<file path="config.mk">
export PLATFORM = sky130hd
export DESIGN_NAME = i2c_reg_access_ctrl
export DESIGN_NICKNAME = d
export VERILOG_FILES = /design/src/rtl/i2c_reg_access_ctrl.sv
export SDC_FILE = /design/constraint.sdc
export NUM_CORES = 1
export LEC_CHECK = 0
export ABC_CLOCK_PERIOD_IN_PS = 2300
export BUFFER_PORTS_ARGS = -buffer_cell sky130_fd_sc_hd__buf_2
export CORE_MARGIN = 5
export CORE_UTILIZATION = 40
export CTS_CLUSTER_DIAMETER = 80
export DETAILED_ROUTE_END_ITERATION = 10
export PLACE_DENSITY = 0.69
export SLEW_MARGIN = 20
export SYNTH_ARGS = -nofsm -noshare
export SYNTH_HDL_FRONTEND = slang
export SYNTH_SLANG_ARGS = --single-unit
</file>
<file path="constraint.sdc">
create_clock -name WB_CLK_I -period 2.3 [get_ports WB_CLK_I]
set_input_delay 0.23 -clock WB_CLK_I [delete_from_list [all_inputs] [get_ports WB_CLK_I]]
set_output_delay 0.23 -clock WB_CLK_I [all_outputs]
set_load 0.01 [all_outputs]
</file>
<file path="src/rtl/i2c_reg_access_ctrl.sv">
// i2c_reg_access_ctrl
//   Wishbone master that sequences the 8-bit I2C master core.
//   After reset it writes the prescaler and enables the core.
//   It then runs single-byte register reads and writes on an I2C device:
//   START, address, register, optional repeated START, data, and STOP.
//   Every byte transfer is followed by a TIP poll of SR.
//   The result is one response pulse carrying read data or an error code.
// Ports
//   WB_CLK_I, ARST_I    clock; asynchronous active-low reset
//   req_*               request handshake; fields captured on acceptance
//   rsp_*               one-cycle response: rdata, err (00 ok, 01 nack,
//                       10 arbitration lost, 11 timeout)
//   wbm_*               Wishbone master port to the core (adr 0..4)
module i2c_reg_access_ctrl #(
    parameter logic [15:0] PRESCALE   = 16'd99,
    parameter int unsigned POLL_LIMIT = 1024
) (
    input  logic       WB_CLK_I,
    input  logic       ARST_I,
    input  logic       req_valid,
    output logic       req_ready,
    input  logic       req_rnw,
    input  logic [6:0] req_dev_addr,
    input  logic [7:0] req_reg_addr,
    input  logic [7:0] req_wdata,
    output logic       rsp_valid,
    output logic [7:0] rsp_rdata,
    output logic [1:0] rsp_err,
    output logic [2:0] wbm_adr_o,
    output logic [7:0] wbm_dat_o,
    input  logic [7:0] wbm_dat_i,
    output logic       wbm_we_o,
    output logic       wbm_stb_o,
    output logic       wbm_cyc_o,
    input  logic       wbm_ack_i
);

    localparam int unsigned CW = $clog2(POLL_LIMIT + 1);

    typedef enum logic [2:0] {S_INIT, S_IDLE, S_NEXT, S_BUS, S_RESP} state_t;
    // M_STOPW/M_STOPP: STOP write then poll after a NACK; M_TOW: STOP after timeout
    typedef enum logic [2:0] {M_INIT, M_REQ, M_STOPW, M_STOPP, M_TOW} mode_t;
    typedef enum logic [1:0] {K_WR, K_POLL, K_RDRX, K_DONE} kind_t;

    state_t        r_state, w_state;
    mode_t         r_mode, w_mode;
    logic [3:0]    r_step, w_step;
    logic [CW-1:0] r_cnt, w_cnt, w_cnt_inc;
    logic          r_rnw, w_rnw;
    logic [6:0]    r_dev, w_dev;
    logic [7:0]    r_reg, w_reg, r_wdata, w_wdata;
    logic          r_ready, w_ready, r_rsp_valid, w_rsp_valid;
    logic [7:0]    r_rsp_rdata, w_rsp_rdata;
    logic [1:0]    r_rsp_err, w_rsp_err;
    logic          r_cyc, w_cyc, r_we, w_we;
    logic [2:0]    r_adr, w_adr;
    logic [7:0]    r_dat, w_dat;
    kind_t         w_kind;
    logic [2:0]    w_sadr;
    logic [7:0]    w_sdat;
    logic          w_last;

    assign w_cnt_inc = r_cnt + CW'(1);
    // The poll after the final 0x68 command expects NACK from the master side
    assign w_last    = r_rnw && (r_step == 4'd10);

    // Action for the current mode/step: write, SR poll, RXR read, or done
    always_comb begin
        w_kind = K_DONE;
        w_sadr = 3'd4;
        w_sdat = '0;
        case (r_mode)
            M_INIT: begin
                w_kind = K_WR;
                case (r_step)
                    4'd0:    begin w_sadr = 3'd0; w_sdat = PRESCALE[7:0];  end
                    4'd1:    begin w_sadr = 3'd1; w_sdat = PRESCALE[15:8]; end
                    default: begin w_sadr = 3'd2; w_sdat = 8'h80;          end
                endcase
            end
            M_STOPW, M_TOW: begin w_kind = K_WR; w_sdat = 8'h40; end
            M_STOPP:        w_kind = K_POLL;
            default: begin
                case (r_step)
                    4'd0: begin w_kind = K_WR; w_sadr = 3'd3; w_sdat = {r_dev, 1'b0}; end
                    4'd1: begin w_kind = K_WR; w_sdat = 8'h90; end
                    4'd2: w_kind = K_POLL;
                    4'd3: begin w_kind = K_WR; w_sadr = 3'd3; w_sdat = r_reg; end
                    4'd4: begin w_kind = K_WR; w_sdat = 8'h10; end
                    4'd5: w_kind = K_POLL;
                    4'd6: begin
                        w_kind = K_WR;
                        w_sadr = 3'd3;
                        w_sdat = r_rnw ? {r_dev, 1'b1} : r_wdata;
                    end
                    4'd7: begin w_kind = K_WR; w_sdat = r_rnw ? 8'h90 : 8'h50; end
                    4'd8: w_kind = K_POLL;
                    4'd9: if (r_rnw) begin w_kind = K_WR; w_sdat = 8'h68; end
                    4'd10: if (r_rnw) w_kind = K_POLL;
                    4'd11: if (r_rnw) begin w_kind = K_RDRX; w_sadr = 3'd3; end
                    default: w_kind = K_DONE;
                endcase
            end
        endcase
    end

    always_comb begin
        w_state     = r_state;
        w_mode      = r_mode;
        w_step      = r_step;
        w_cnt       = r_cnt;
        w_rnw       = r_rnw;
        w_dev       = r_dev;
        w_reg       = r_reg;
        w_wdata     = r_wdata;
        w_ready     = 1'b0;
        w_rsp_valid = 1'b0;
        w_rsp_rdata = '0;
        w_rsp_err   = '0;
        w_cyc       = r_cyc;
        w_we        = r_we;
        w_adr       = r_adr;
        w_dat       = r_dat;
        case (r_state)
            S_IDLE: begin
                if (req_valid && r_ready) begin
                    w_rnw   = req_rnw;
                    w_dev   = req_dev_addr;
                    w_reg   = req_reg_addr;
                    w_wdata = req_wdata;
                    w_step  = '0;
                    w_mode  = M_REQ;
                    w_state = S_NEXT;
                end else begin
                    w_ready = 1'b1;
                end
            end
            S_INIT, S_NEXT: begin
                if (w_kind == K_DONE) begin
                    w_state     = S_RESP;
                    w_rsp_valid = 1'b1;
                end else begin
                    w_cyc   = 1'b1;
                    w_we    = (w_kind == K_WR);
                    w_adr   = w_sadr;
                    w_dat   = (w_kind == K_WR) ? w_sdat : 8'h00;
                    w_state = S_BUS;
                end
            end
            S_BUS: begin
                if (wbm_ack_i) begin
                    w_cyc   = 1'b0;
                    w_we    = 1'b0;
                    w_state = S_NEXT;
                    if (r_mode == M_INIT) begin
                        w_step = r_step + 4'd1;
                        if (r_step == 4'd2) begin
                            w_state = S_IDLE;
                            w_ready = 1'b1;
                        end else begin
                            w_state = S_INIT;
                        end
                    end else if (r_we) begin
                        // every poll follows a write, so clearing here starts each poll at zero
                        w_cnt = '0;
                        case (r_mode)
                            M_STOPW: w_mode = M_STOPP;
                            M_TOW: begin
                                w_state     = S_RESP;
                                w_rsp_valid = 1'b1;
                                w_rsp_err   = 2'b11;
                            end
                            default: w_step = r_step + 4'd1;
                        endcase
                    end else if (r_adr == 3'd3) begin
                        w_state     = S_RESP;
                        w_rsp_valid = 1'b1;
                        w_rsp_rdata = wbm_dat_i;
                    end else begin
                        w_cnt = w_cnt_inc;
                        if (wbm_dat_i[1]) begin
                            if (w_cnt_inc == CW'(POLL_LIMIT)) begin
                                if (r_mode == M_STOPP) begin
                                    w_state     = S_RESP;
                                    w_rsp_valid = 1'b1;
                                    w_rsp_err   = 2'b11;
                                end else begin
                                    w_mode = M_TOW;
                                end
                            end
                        end else if (r_mode == M_STOPP) begin
                            w_state     = S_RESP;
                            w_rsp_valid = 1'b1;
                            w_rsp_err   = 2'b01;
                        end else if (wbm_dat_i[5]) begin
                            w_state     = S_RESP;
                            w_rsp_valid = 1'b1;
                            w_rsp_err   = 2'b10;
                        end else if (wbm_dat_i[7] && !w_last) begin
                            w_mode = M_STOPW;
                        end else begin
                            w_step = r_step + 4'd1;
                        end
                    end
                end
            end
            S_RESP: begin
                w_state = S_IDLE;
                w_ready = 1'b1;
            end
            default: w_state = S_INIT;
        endcase
    end

    always_ff @(posedge WB_CLK_I or negedge ARST_I) begin
        if (!ARST_I) begin
            r_state     <= S_INIT;
            r_mode      <= M_INIT;
            r_step      <= '0;
            r_cnt       <= '0;
            r_rnw       <= 1'b0;
            r_dev       <= '0;
            r_reg       <= '0;
            r_wdata     <= '0;
            r_ready     <= 1'b0;
            r_rsp_valid <= 1'b0;
            r_rsp_rdata <= '0;
            r_rsp_err   <= '0;
            r_cyc       <= 1'b0;
            r_we        <= 1'b0;
            r_adr       <= '0;
            r_dat       <= '0;
        end else begin
            r_state     <= w_state;
            r_mode      <= w_mode;
            r_step      <= w_step;
            r_cnt       <= w_cnt;
            r_rnw       <= w_rnw;
            r_dev       <= w_dev;
            r_reg       <= w_reg;
            r_wdata     <= w_wdata;
            r_ready     <= w_ready;
            r_rsp_valid <= w_rsp_valid;
            r_rsp_rdata <= w_rsp_rdata;
            r_rsp_err   <= w_rsp_err;
            r_cyc       <= w_cyc;
            r_we        <= w_we;
            r_adr       <= w_adr;
            r_dat       <= w_dat;
        end
    end

    assign req_ready = r_ready;
    assign rsp_valid = r_rsp_valid;
    assign rsp_rdata = r_rsp_rdata;
    assign rsp_err   = r_rsp_err;
    assign wbm_adr_o = r_adr;
    assign wbm_dat_o = r_dat;
    assign wbm_we_o  = r_we;
    assign wbm_stb_o = r_cyc;
    assign wbm_cyc_o = r_cyc;

endmodule
</file>
==> key figures, run 1 <==
Setup path
  – CP Launch Type: flip-flop
  – Cell count of the worst reg-to-reg path: 8
  – Crit. End Element: flip-flop
  – Critical path class: reg2reg
  – CP arrival: 2.46 ns
  – RR Endpoint: wbm_dat_o[6]
  – Crit path required time: 2.54 ns
  – Reg2Reg Launch Point: r_step[1]
  – CP max FO: 12
  – R2R Setup Slk: 0.07 ns

Timing
  – Clk_skew: 0.0111 ns
  – Relative slew slack: 0.576
  – Fin. max-slew vios: 0
  – Slew @ Worst Pin: 0.635 ns
  – RSZ-0062 raised after global routing: false
  – Top achievable clock speed: 0.449 GHz
  – Fin crit period: 2.23 ns
  – Period Utilization, post-route: 0.969
  – Setup_tns: 0 ns
  – Final hold vios: 0
  – Worst-case hold slack: 0.0788 ns
  – Fin worst setup slack: 0.0718 ns
  – Setup violations, final: 0

Worst hold path
  – Worst hold path cell count: 2
  – Hold crit path type: in2reg
  – Critical hold path startpoint: wbm_dat_i[3]
  – WHS Endpoint: rsp_rdata[3]

Placement
  – Setup WS pre-CTS: -0.0530 ns
  – GPL Wtd Cong: 0.901
  – HPWL after DPL: 7340 um
  – Placed inst area: 4450 sq um
  – IO Port Bufs: 61

Routing
  – Routed met3 length: 588 um
  – Vias per cell: 5.57
  – 1st-pass router iterations: 4
  – Final ANT Viol Nets: 0
  – Top Layer Used: met4
  – Vias: 3,367
  – WL met2: 5270 um
  – DR DRC count: 0
  – WL/cell: 16.8 um
  – Met1 WL: 4170 um
  – Detailed Route Iter0 Violations: 147
  – Routed WL: 10,200 um

CTS
  – Root Buffer: clkbuf_8
  – Clock tree buffer depth: 2
  – Clk_lat worst skew: 0.36 ns
  – Clock transition at path regs: 0.07 ns
  – CTS H-tree depth: 3
  – CTS tree: built
  – CTS buffer count: 9
  – TritonCTS Sinks: 70

Flow run
  – Max cap viols: 0

Die
  – Die width: 109 um
  – Die Height: 109 um
  – FP Rows: 36
  – Core Box Area: 9680 sq um
  – Die area: 12,000 sq um
  – I/O Pins: 62
  – Starting Density: 0.408

Global route
  – GRT Resource Usage Total: 0.178
  – GR Overflow Total: 0
  – Initial antenna violation count: 0
  – Number of global-route vias before repair: 3,405
  – First-pass GRT wire length: 16,700 um
  – Largest net degree at the start of global routing: 36

Synthesis
  – Synth Area in Simple Gates: 0.185
  – Synth Area in Compound Gates: 0.203
  – Post-synthesis mux area share: 0.0900
  – Count leader, synth: dfrtp_1
  – Post-Synth Adder-Cell Area: 0.0190
  – #FFs+latches synth: 70
  – Yosys top cell by area: dfrtp_1
  – Post-synthesis sequential area ratio: 0.444
  – Primary FF master, synth: dfrtp_1
  – Post-synthesis cell area: 3950 sq um
  – Post-synth ARST share: 1.00
  – Net count after synthesis: 440
  – Synth Instances: 398
  – Ys Warns: 0
  – Most instantiated cells after synthesis: dfrtp_1 (70), nand2_1 (31), a21oi_1 (29)
  – Xor/xnor share of the synthesized area: 0.00887
  – EDFF count, synth: 0
  – Syn_area_per_cell: 9.92 sq um
  – Largest family of logic cells by synthesized area: compound AO/OA/AOI/OAI gates
  – Area share of the largest cell type after synthesis: 0.444
  – Top cells by area, synth: dfrtp_1 (44%), mux2_2 (8.0%), a21oi_1 (3.7%), o21ai_0 (3.3%), nand2_1 (2.9%)
  – Synth unique cells: 69

Run status
  – Run status: complete, no violations

Finish
  – Largest Register: r_cnt
  – Layout cells sized above 1: 0.322
  – Synth-to-layout area growth: 19.0%
  – ANT cells: 0
  – Number of flip-flops in the largest register: 11
  – Final core occ: 0.485
  – Nets: 509
  – Final instance area: 4700 sq um

Power
  – Static Leak: 2.10 nW
  – VDD IR-drop max: 596 uV
  – P per Cell Area: 1310 nW/um^2
repair_timing:
action	4_1_cts	5_1_grt
resized for setup	1	11
pin swaps	0	1
cloned	0	0
hold buffers	1	0
setup endpoints to repair	7	17
buffers inserted	0	2
endpoints found under the hold margin	7	0
critical path: stages, from the launching register on:
cell and delay (ns):
dfrtp_1 0.44, inv_2 0.11, ha_4 0.22, nor4b_1 0.32, a211oi_1 0.11, a21oi_1 0.25, o21bai_4 0.09, nand2_2 0.20
mux2_2 0.37
cells by family after synthesis:
family,after synthesis
multiplexers,32
flip-flops,70
AND/OR/NAND/NOR,128
AO/OA/AOI/OAI,118
XOR/XNOR,4
buffers and inverters,40
adder cells (fa/ha/maj),6
stage by stage:
step | power (W) | std cells
after global placement | 0.00509 | 586
after CTS | 0.00610 | 603
after global routing | 0.00662 | 605
after detailed placement | 0.00517 | 586
final | 0.00616 | 605
after floorplan | 0.00428 | 398
routing by layer:
layer | track usage | up-vias
met4 | 0.0623 | 0
met2 | 0.309 | 110
met5 | 0 | -
met1 | 0.216 | 1636
li1 | - | 1611
met3 | 0.0423 | 10
how the worst max path moves through the flow:
stage | start | end | slack [ns] | depth (start not counted)
final | r_step[1] | wbm_dat_o[6] | 0.07 | 8
after global routing | r_cnt[0] | rsp_err[0] | 0.002 | 7
after CTS | r_step[0] | wbm_dat_o[2] | 0.03 | 8
after detailed placement | r_step[1] | wbm_dat_o[2] | -0.05 | 8
after global placement | r_step[1] | wbm_dat_o[3] | 0.11 | 8
after floorplan | r_step[0] | wbm_adr_o[0] | 0.14 | 10
final cells by class:
class / count / area, sq um
well taps: 133 / 166
fillers: 911 / 4990
clock inverters: 5 / 35.0
inverters: 9 / 33.8
multi-input cells: 288 / 2050
repair buffers: 89 / 518
flip-flops and latches: 70 / 1750
clock buffers: 11 / 141
where the power goes:
part           internal (W)  switching [W]  leakage (nW)
sequential          0.00171       0.000507         0.871
combinational       0.00138        0.00166          1.14
clock              0.000421       0.000489        0.0893
cell usage in the layout, fill, tap and decap left out, types with 6 or more instances in the layout:
cell       count
nor2_1        19
nor3_1        14
o21ai_0       24
nor2b_1        6
inv_1          7
mux2_2        28
buf_2         61
buf_4         27
dfrtp_1       70
nand2_1       31
clkbuf_8      10
o2bb2ai_1      7
a211oi_1       8
and2_1         8
a21oi_1       29
nand3_1        6
No activity file was read; power rests on OpenSTA's default activity.
==> run 2, diff against run 1 <==
CELL_PAD_IN_SITES_DETAIL_PLACEMENT = 1   (was unset)
CELL_PAD_IN_SITES_GLOBAL_PLACEMENT = 2   (was unset)
CORE_MARGIN = 2   (was 5)
CORE_UTILIZATION = 36   (was 40)
PLACE_DENSITY = 0.89   (was 0.69)
==> run 2 against run 1 <==
Routed wire length up 11%. Final area up 0.51%. Via count up 1.4%. Power up 2.2%.
==> key figures, run 2 (synthesis results as in run 1) <==
Run status
  – Run status: complete, no violations

Finish
  – Largest Register: r_cnt
  – Most common library cell in the layout ignoring fill and taps: dfrtp_1
  – Commonest non-fill, non-tap cells in the layout: dfrtp_1 (68), buf_2 (61), nand2_1 (31)
  – Number of flip-flops in the largest register: 11
  – Fin cells: 608
  – Layout cells sized above 1: 0.331
  – Nets: 507
  – ANT cells: 0
  – Synth-to-layout area growth: 19.6%

Setup path
  – CP arrival: 2.47 ns
  – Worst Path Buf+Inv: 1
  – CP max FO: 11
  – Crit path cell chain: inv_2 -> ha_4 -> mux2i_1 -> o2bb2ai_1 -> o311a_1 -> o21bai_4 -> nand2_2 -> mux2_2
  – CP Launch Type: flip-flop
  – Crit path required time: 2.54 ns
  – Crit-path slowest cell: dfrtp_1
  – Crit path largest cell delay: 0.43 ns
  – Worst path top cell family by delay: compound AO/OA/AOI/OAI gates
  – Critical path class: reg2reg
  – Crit. End Element: flip-flop

Global route
  – Initial antenna violation count: 0
  – GR Overflow Total: 0
  – GRT Resource Usage Total: 0.206
  – First-pass GRT wire length: 18,600 um
  – Number of global-route vias before repair: 3,637
  – Largest net degree at the start of global routing: 71

Die
  – Core Box Area: 10,700 sq um
  – Starting Density: 0.367
  – FP Rows: 38
  – Die Height: 109 um
  – I/O Pins: 62
  – Die width: 109 um
  – Die area: 11,800 sq um

CTS
  – CTS buffer count: 9
  – CTS H-tree depth: 3
  – Clk_lat worst skew: 0.36 ns
  – Clock tree buffer depth: 2
  – Clock transition at path regs: 0.08 ns
  – Setup bufs post-CTS: 0
  – Root Buffer: clkbuf_8
  – CTS tree: built
  – TritonCTS Sinks: 70

Routing
  – DR DRC count: 0
  – Detailed Route Iter0 Violations: 175
  – Final ANT Viol Nets: 0
  – Vias: 3,414
  – 1st-pass router iterations: 4
  – Routed WL: 11,300 um
  – WL/cell: 18.5 um
  – Vias per cell: 5.62

Timing
  – Relative slew slack: 0.555
  – Top achievable clock speed: 0.449 GHz
  – Setup_tns: 0 ns
  – Fin. max-slew vios: 0
  – RSZ-0062 raised after global routing: true
  – Fin worst setup slack: 0.0747 ns
  – Fin crit period: 2.23 ns
  – Clk_skew: 0.00594 ns
  – Period Utilization, post-route: 0.968
  – Setup violations, final: 0
  – Worst-case hold slack: 0.0809 ns
  – Final hold vios: 0
  – Slew @ Worst Pin: 0.661 ns

Placement
  – Setup WS pre-CTS: -0.0560 ns
  – Placed cell count: 593
  – IO Port Bufs: 61
  – GPL Wtd Cong: 0.875
  – HPWL after DPL: 8230 um

Power
  – VDD IR-drop max: 569 uV
  – P per Cell Area: 1330 nW/um^2
  – Static Leak: 2.09 nW

Worst hold path
  – Hold crit path type: in2reg

Flow run
  – Max cap viols: 0
run 2: per-layer routing:
layer	vias up	GRT usage	wire length [um]
li1	1613	-	-
met1	1703	0.260	5170
met2	76	0.340	5370
met3	22	0.0359	424
met4	0	0.0989	303
met5	-	0	0
run 2: cell type report:
class,count,area [sq um]
clock buffers,12,145
inverters,9,33.8
flip-flops and latches,70,1750
multi-input cells,288,2090
repair buffers,87,515
fillers,1267,6020
clock inverters,2,10.0
well taps,140,175
run 2: worst paths after layout:
check / startpoint / to / slack (ns) / depth (start not counted)
worst max-delay path: r_step[1] / wbm_adr_o[0] / 0.07 / 8
worst min-delay path: wbm_dat_i[0] / rsp_rdata[0] / 0.08 / 2
worst max register to register: r_step[1] / wbm_adr_o[0] / 0.07 / 8
worst min register to register: r_reg[7] / r_reg[7] / 0.52 / 1
max in group asynchronous: ARST_I / r_step[2] / 1.53 / 3
min in group asynchronous: ARST_I / rsp_rdata[3] / 0.40 / 3
run 2: what timing repair did:
action,in CTS,in global routing
hold endpoints to repair,70,0
cloned,0,0
gates resized for setup,11,9
pin swaps,2,2
hold buffers,1,0
setup endpoints to repair,7,14
run 2: power breakdown:
| group | switching [W] | leakage [nW] | internal [W] |
|---|---|---|---|
| Sequential | 0.000541 | 0.869 | 0.00171 |
| Clock | 0.000476 | 0.0821 | 0.000407 |
| Combinational | 0.00175 | 1.14 | 0.00141 |
run 2: through the flow:
stage	power [W]	utilization	cell area, sq um
final	0.00630	0.439	4720
after global routing	0.00680	0.439	4720
after CTS	0.00628	0.435	4680
after detailed placement	0.00530	0.416	4470
after global placement	0.00515	0.416	4470
after floorplan	0.00428	-	3950
